==> src/rtl/calc_pkg.sv <==
// Shared calculator datapath definitions: BCD digit width/limit and operand entry states.
// Used by the operand entry, operand select mux and ALU stages.
package calc_pkg;

    localparam int BCD_W = 4;
    localparam logic [BCD_W-1:0] BCD_MAX = 4'd9;

    typedef enum logic [1:0] {
        IDLE  = 2'd0,
        ENTRY = 2'd1,
        HOLD  = 2'd2
    } entry_state_t;

    function automatic logic is_bcd(input logic [BCD_W-1:0] d);
        return d <= BCD_MAX;
    endfunction

endpackage

==> src/rtl/bcd_shift_core.sv <==
// NDIG-digit BCD shift register with digit count.
// Priority: clr > shift_right > load; loads are ignored when full, shifts when empty.
module bcd_shift_core
    import calc_pkg::*;
#(
    parameter int NDIG = 4,
    parameter int CW   = $clog2(NDIG + 1)
) (
    input  logic                  clk,
    input  logic                  rst,
    input  logic                  clr,
    input  logic                  load,
    input  logic                  shift_right,
    input  logic [BCD_W-1:0]      digit_in,
    output logic [BCD_W*NDIG-1:0] value,
    output logic [CW-1:0]         count,
    output logic                  full,
    output logic                  empty
);

    localparam int W = BCD_W * NDIG;

    logic [W-1:0]  value_q, value_d;
    logic [CW-1:0] count_q, count_d;

    assign full  = (count_q == CW'(NDIG));
    assign empty = (count_q == '0);

    always_comb begin
        value_d = value_q;
        count_d = count_q;
        if (clr) begin
            value_d = '0;
            count_d = '0;
        end else if (shift_right) begin
            if (!empty) begin
                value_d = {{BCD_W{1'b0}}, value_q[W-1:BCD_W]};
                count_d = count_q - 1'b1;
            end
        end else if (load) begin
            if (!full) begin
                value_d = {value_q[W-BCD_W-1:0], digit_in};
                count_d = count_q + 1'b1;
            end
        end
    end

    always_ff @(posedge clk or posedge rst) begin
        if (rst) begin
            value_q <= '0;
            count_q <= '0;
        end else begin
            value_q <= value_d;
            count_q <= count_d;
        end
    end

    assign value = value_q;
    assign count = count_q;

endmodule

==> src/rtl/bcd_operand_entry.sv <==
// Keypad operand entry: shifts BCD digits in at the LS end, commits on enter, hands off downstream.
// Optional backspace support is built when BACKSPACE_EN is defined.
//
// state | meaning
// IDLE  | no digits held
// ENTRY | 1..NDIG digits held, entry open
// HOLD  | operand committed, operand_valid high until downstream takes it
module bcd_operand_entry
    import calc_pkg::*;
#(
    parameter int NDIG = 4
) (
    input  logic                         clk,
    input  logic                         rst,
    input  logic [BCD_W-1:0]             digit_in,
    input  logic                         digit_valid,
    output logic                         digit_ready,
    input  logic                         clear,
    input  logic                         enter,
`ifdef BACKSPACE_EN
    input  logic                         backspace,
`endif
    output logic [BCD_W*NDIG-1:0]        operand_out,
    output logic [$clog2(NDIG+1)-1:0]    digit_count,
    output logic                         operand_valid,
    input  logic                         operand_ready,
    output logic                         overflow,
    output logic                         bad_digit
);

    localparam int CW = $clog2(NDIG + 1);

    entry_state_t state_q, state_d;
    logic operand_valid_q, operand_valid_d;
    logic overflow_q, overflow_d;
    logic bad_digit_q, bad_digit_d;
    logic core_clr, core_load, core_shift;
    logic core_full, core_empty;
    logic bs_req;

`ifdef BACKSPACE_EN
    assign bs_req = backspace;
`else
    assign bs_req = 1'b0;
`endif

    // Any control request this cycle blocks the digit handshake so the digit is not lost silently.
    assign digit_ready = (state_q != HOLD) & ~clear & ~enter & ~bs_req;

    always_comb begin
        state_d         = state_q;
        operand_valid_d = operand_valid_q;
        overflow_d      = overflow_q;
        bad_digit_d     = 1'b0;
        core_clr        = 1'b0;
        core_load       = 1'b0;
        core_shift      = 1'b0;
        if (state_q == HOLD) begin
            if (operand_valid_q && operand_ready) begin
                core_clr        = 1'b1;
                operand_valid_d = 1'b0;
                overflow_d      = 1'b0;
                state_d         = IDLE;
            end
        end else if (clear) begin
            core_clr   = 1'b1;
            overflow_d = 1'b0;
            state_d    = IDLE;
        end else if (enter) begin
            operand_valid_d = 1'b1;
            state_d         = HOLD;
        end else if (bs_req) begin
            overflow_d = 1'b0;
            if (!core_empty) begin
                core_shift = 1'b1;
                if (digit_count == CW'(1)) begin
                    state_d = IDLE;
                end
            end
        end else if (digit_valid) begin
            if (!is_bcd(digit_in)) begin
                bad_digit_d = 1'b1;
            end else if (core_full) begin
                overflow_d = 1'b1;
            end else begin
                core_load = 1'b1;
                state_d   = ENTRY;
            end
        end
    end

    always_ff @(posedge clk or posedge rst) begin
        if (rst) begin
            state_q         <= IDLE;
            operand_valid_q <= 1'b0;
            overflow_q      <= 1'b0;
            bad_digit_q     <= 1'b0;
        end else begin
            state_q         <= state_d;
            operand_valid_q <= operand_valid_d;
            overflow_q      <= overflow_d;
            bad_digit_q     <= bad_digit_d;
        end
    end

    bcd_shift_core #(
        .NDIG (NDIG),
        .CW   (CW)
    ) u_core (
        .clk         (clk),
        .rst         (rst),
        .clr         (core_clr),
        .load        (core_load),
        .shift_right (core_shift),
        .digit_in    (digit_in),
        .value       (operand_out),
        .count       (digit_count),
        .full        (core_full),
        .empty       (core_empty)
    );

    assign operand_valid = operand_valid_q;
    assign overflow      = overflow_q;
    assign bad_digit     = bad_digit_q;

endmodule
==> config.mk <==
export PLATFORM = sky130hd
export DESIGN_NAME = bcd_operand_entry
export DESIGN_NICKNAME = d
export VERILOG_FILES = /design/src/rtl/calc_pkg.sv /design/src/rtl/bcd_shift_core.sv /design/src/rtl/bcd_operand_entry.sv
export SDC_FILE = /design/constraint.sdc
export NUM_CORES = 1
export LEC_CHECK = 0
export ABC_AREA = 1
export ABC_CLOCK_PERIOD_IN_PS = 1250
export CORE_ASPECT_RATIO = 0.75
export CORE_MARGIN = 10
export CORE_UTILIZATION = 43
export DETAILED_ROUTE_END_ITERATION = 8
export PLACE_DENSITY = 0.75
export SYNTH_ARGS = -nofsm -noshare
export SYNTH_HDL_FRONTEND = slang
export SYNTH_SLANG_ARGS = --single-unit
==> constraint.sdc <==
create_clock -name clk -period 1.25 [get_ports clk]
set_input_delay 0.25 -clock clk [delete_from_list [all_inputs] [get_ports clk]]
set_output_delay 0.25 -clock clk [all_outputs]
set_load 0.005 [all_outputs]
-- Yosys cells after proc, flatten, opt, wreduce, memory -nomap -nowiden
Cells that the tools add are included.
W data, S select, Z words.
- bits in registers: 24
- bits of input ports: 10
- output and inout port bits: 23
- word-level logic and storage cells: 69
- add/sub/neg operators: 1
- $lt $le $gt $ge: 1
- eq/ne operators: 8
- multiplexer cells: 37
- bitwise logic cells: 4
- reduce and logical (&&, ||, !) cells: 12
- operator list (operator ; number):
    $mux W16 ; 3
    $mux W1 ; 24
    $mux W2 ; 7
    $mux W3 ; 3
    $reduce_bool A3 Y1 ; 3
    $reduce_bool A4 Y1 ; 2
    $reduce_and A5 Y1 ; 1
    $le A4 B4 Y1 const B ; 1
    $ne A2 B1 Y1 const B ; 2
    $ne A2 B2 Y1 const B ; 2
    $ne A4 B3 Y1 const B ; 1
    $reduce_and A4 Y1 ; 1
    $reduce_bool A2 Y1 ; 2
    $add A3 B1 Y3 const B ; 1
    $eq A3 B3 Y1 const B ; 1
    $ne A3 B2 Y1 const B ; 1
    $reduce_and A3 Y1 ; 1
    $and A1 B1 Y1 ; 2
    $eq A2 B2 Y1 const B ; 1
    $not A1 Y1 ; 2
    $reduce_and A2 Y1 ; 1
    $logic_and A1 B1 Y1 ; 1

-- Longest topological paths before layout
- depth in word-level cells: 9
- gate-level depth with buffers: 10

-- By module
From an unflattened synthesis, not the netlist that was laid out.
- cells, all modules: 189
- area total of the unflattened synthesis: 1395.1 µm²
- by module, submodules not included (module ; times used ; cells each ; area an instance (µm²) ; seq. area each (µm²)):
    bcd_shift_core ; 1 ; 142 ; 1073.5 ; 475.5
    bcd_operand_entry ; 1 ; 47 ; 321.6 ; 125.1

-- Least setup slack after synthesis
Ideal clock, no wire load.
- path type: register to register
- from: register u_core.count_q[0] (netlist: u_core.count[0])
- to: register u_core.count_q[2] (netlist: u_core.count[2])
- setup time: 0.118 ns
- arrival: 1.296 ns
- setup slack: -0.164 ns
- cell stages (with the launch flop): 10
- buffers on the path: 1
- period minus slack after synthesis: 1.414 ns
- cell sequence: dfrtp_1 -> inv_1 -> ha_1 -> nand2_1 -> nand2_1 -> nor2_4 -> nand2_4 -> buf_6 -> nand3_1 -> nand2_1
- word-level cells in the longest chain between the ends: 9
- elaborated cells on any way between the ends: 14
- classes of those cells: 1 x add/sub; 2 x eq/ne; 9 x mux; 2 x reduce/logical
- ends and longest elaborated chain (item ; RTL line ; text):
    from (decl) ; bcd_shift_core.sv:24 ; logic [CW-1:0] count_q, count_d;
    from (signal assigned) ; bcd_shift_core.sv:54 ; count_q <= count_d;
    $eq A3 B3 Y1 ; bcd_shift_core.sv:26 ; assign full = (count_q == CW'(NDIG));
    $mux W1 ; bcd_operand_entry.sv:83 ; end else if (core_full) begin
    $mux W1 ; bcd_operand_entry.sv:81 ; if (!is_bcd(digit_in)) begin
    $mux W1 ; bcd_operand_entry.sv:80 ; end else if (digit_valid) begin
    $mux W1 ; bcd_operand_entry.sv:69 ; end else if (enter) begin
    $mux W1 ; bcd_operand_entry.sv:65 ; end else if (clear) begin
    $mux W1 ; bcd_operand_entry.sv:58 ; if (state_q == HOLD) begin
    $reduce_bool A2 Y1 (no source line) ; -- ;
    $reduce_and A2 Y1 (no source line) ; -- ;
Several ways; a longest one is shown, not always the timed one. The select of a mux whose other input is x is not followed.
A chain may end at the register's enable or synchronous reset.

-- Final worst setup path
- from: register u_core.count_q[0] (netlist: u_core.count[0])
- to: register u_core.value_q[13] (netlist: u_core.value[13])
- word-level cells in the longest chain between the ends: 9
- elaborated cells on any way between the ends: 10
- classes of those cells: 2 x eq/ne; 6 x mux; 2 x reduce/logical
- ends and longest elaborated chain (item ; RTL line ; text):
    $eq A3 B3 Y1 * ; bcd_shift_core.sv:26 ;
    $mux W1 ; bcd_operand_entry.sv:83 ;
    $mux W1 ; bcd_operand_entry.sv:81 ;
    $mux W1 ; bcd_operand_entry.sv:80 ;
    $mux W1 ; bcd_operand_entry.sv:69 ;
    $mux W1 ; bcd_operand_entry.sv:65 ;
    $mux W1 ; bcd_operand_entry.sv:58 ;
    $reduce_bool A2 Y1 (no source line) ; -- ;
    $reduce_and A2 Y1 (no source line) * ; -- ;
    to (signal assigned) ; bcd_shift_core.sv:53 ; value_q <= value_d;
    to (decl) ; bcd_shift_core.sv:23 ; logic [W-1:0] value_q, value_d;
Mark *: on every way between the ends. The rest lies on a longest branch, timed or not.

==> results.ini <==
[sta]
final_min_period_over_clock_period_pct=111
min_period_ps=1380
hold_violations=0
finalSetupViolations=23
timing.fmax_mhz=722
final-max-slew-violation-count=0
grt_setup_unrepaired=yes
final_critical_path_setup_slack_ps=-134
slew_headroom_pct=84.2
clock_skew_ps=2.00
final.setup.tns_ps=-2170
worst_pin_slew_ps=237

[route]
detailroute.via_count=1315
wl_mm=4.20
route.top_layer_used=met4
remaining_drc_errors=0
dr.pass1.iters=4
drt-met1-wl_mm=1.55
ant_nets=0
route.met2.wl_mm=2.21
first_iter_violations=96
met3_wirelength_um=371
route.detailed.vias_per_inst=5.04
wire_per_inst_um=16.1

[clock_tree]
cts.reportedPaths.clkPinSlew_ps=80
cts_tree=built
cts_max_level=1
cts_inserted_buffers=3
clock_sink_count=24
cts-root-buf=sky130_fd_sc_hd__clkbuf_8
cts.path.max_buffers=2
worstSkewPairLatency_ps=260

[floorplan]
fp.dieArea_mm2=0.00544
io-pin-count=33
floorplan.core_area_mm2=0.00268
die_width_um=81.9
initial_utilization_pct=46.0
die_height_um=66.4
std_cell_rows=16

[synth]
ys_top_cells_by_area=sky130_fd_sc_hd__dfrtp_1 (49%), sky130_fd_sc_hd__nand2_1 (17%), sky130_fd_sc_hd__inv_1 (6.1%), sky130_fd_sc_hd__nand3_1 (4.9%), sky130_fd_sc_hd__nor2_1 (4.3%)
synth-seq-area-share_pct=48.6
synthesis.nets=168
synthDominantCellAreaShare_pct=48.6
syn_area_per_cell_um2=7.92
synth.lib_cells_used.distinct=20
syn_warnings=0
ys_seq_elements=24
netlist.top_cell.by_area=sky130_fd_sc_hd__dfrtp_1
synthesis.area_mm2=0.00123
synthesis.instances=156

[global_routing]
grt_overflow=0
vias_in_the_first_global_route=1284
grt_first_pass_wirelength_mm=6.18
global_route.usage.total_pct=14.6
antenna_found_initial=0
grt_start_max_net_pins=25

[outcome]
run_status=complete, but fails checks
violations=setup timing

[finish]
antennaDiodeCount=0
post_route_cells_drive_above_1_share_pct=42.7
post_route_utilization_pct=78.3
syn2layout_area_growth_pct=70.0
final_nets=239
layout_commonest_cell=sky130_fd_sc_hd__nand2_1
mostFrequentLayoutCells=sky130_fd_sc_hd__nand2_1 (32), sky130_fd_sc_hd__buf_4 (29), sky130_fd_sc_hd__dfrtp_1 (24)

[worst_hold_path]
worstHoldPathType=in2reg

[worst_setup_path]
data_arrival_time_of_the_worst_path_ps=1540
startpoint_type=flip-flop
timing.critical_path.slowest_stage_cell=sky130_fd_sc_hd__dfrtp_1
cp_slowest_stage_delay_ps=410
crit_chain=inv_2 > ha_4 > nand2_4 > nand2_4 > nor2_4 > buf_6 > nand2_8 > clkinv_8 > nand2_2 > nand2_2
worstSetupEndpointType=flip-flop
cp.required_ps=1410
path_max_fanout=7
path_class=reg2reg

[pwr]
power-per-cell-area_mw_per_mm2=812
peakVddDrop_mv=0.787
leakage_nw=1.22

[placement]
placement.io_buffers=32
dp_hpwl_mm=2.32
globalplace.congestion=0.867

[flow_run]
cap_violations=0

synthesized netlist by cell type:
master,n
sky130_fd_sc_hd__nand2_1,56
sky130_fd_sc_hd__nor2_4,1
sky130_fd_sc_hd__clkinv_4,1
sky130_fd_sc_hd__buf_4,1
sky130_fd_sc_hd__xor2_1,1
sky130_fd_sc_hd__inv_1,20
sky130_fd_sc_hd__nor2_2,3
sky130_fd_sc_hd__nor3_1,1
sky130_fd_sc_hd__nor2_1,14
sky130_fd_sc_hd__dfrtp_1,24
sky130_fd_sc_hd__inv_2,2
sky130_fd_sc_hd__buf_6,3
sky130_fd_sc_hd__a21oi_1,1
sky130_fd_sc_hd__nand2_4,2
sky130_fd_sc_hd__nand4_1,6
sky130_fd_sc_hd__o21ai_1,1
sky130_fd_sc_hd__buf_8,1
sky130_fd_sc_hd__nand3_1,12
sky130_fd_sc_hd__nand2_2,4
sky130_fd_sc_hd__ha_1,2
routing by layer:
metal / vias up / GRT usage [%]
li1: 619 / -
met1: 626 / 16.8
met2: 62 / 25.2
met3: 8 / 5.57
met4: 0 / 2.75
met5: - / 0
worst max-delay path, delay by kind of cell (launching register included):
family	cells	cell delay, ps
simple gates	6	420
flops	1	410
buf+inv	3	310
fa+ha+maj	1	130
cells by family after synthesis:
| kind of cell | after synthesis | synth area share (%) |
|---|---|---|
| AOI/OAI and AO/OA | 2 | 0.810 |
| adders and majority gates | 2 | 2.03 |
| DFF | 24 | 48.6 |
| buffers and inverters | 28 | 12.0 |
| and+or+nand+nor | 99 | 35.9 |
| xor gates and xnor gates | 1 | 0.709 |
report_power, final:
part / internal (W) / leakage, nW / switching [W]
sequential: 0.000799 / 0.330 / 0.0000143
combinational: 0.000200 / 0.867 / 0.000252
clock: 0.000215 / 0.0216 / 0.000223
cell type report:
cell class	count	area (µm²)
repair buffers	67	589
inverters	23	98.8
multi-input cells	107	708
clock buffers	3	41.3
well taps	36	45.0
repair inverters	1	16.3
fillers	177	583
flip-flops and latches	24	601
path summary, 6_finish.rpt:
| path | to | slack [ps] | start | cells past startpoint |
|---|---|---|---|---|
| setup / recovery | u_core.value[13] | -130 | u_core.count[0] | 10 |
| hold / removal | u_core.value[2] | 310 | digit_in[2] | 3 |
| setup reg to reg | u_core.value[13] | -130 | u_core.count[0] | 10 |
| hold reg to reg | overflow | 510 | overflow | 2 |
| max in group asynchronous | u_core.value[11] | 790 | rst | 3 |
| min in group asynchronous | bad_digit | 320 | rst | 3 |
per-stage QoR:
stage	power (W)	area, µm²	std cells	hold WS (ps)	worst slack, ps
finish	0.00170	2100	261	308	-134
global route	0.00179	2100	261	340	-171
CTS	0.00167	2000	257	336	-101
detailed placement	0.00116	1700	237	490	-476
global placement	0.00115	1700	237	481	-423
floorplan	0.00100	1240	156	265	-85.4
registers in the layout, summed over array words and instances (netlist names):
register	cells
operand_valid	1
u_core.count	3
bad_digit	1
overflow	1
u_core.value	16
state_q	2
timing repair:
action                                  4_1_cts  5_1_grt
setup buffers                                13        4
endpoints found under the setup margin       43       25
hold endpoints to repair                      0        0
cloned                                        4        0
gates resized for setup                      66       22
pin swaps                                    14       10
hold buffers                                  0        0
No activity file was read; power rests on OpenSTA's default activity.
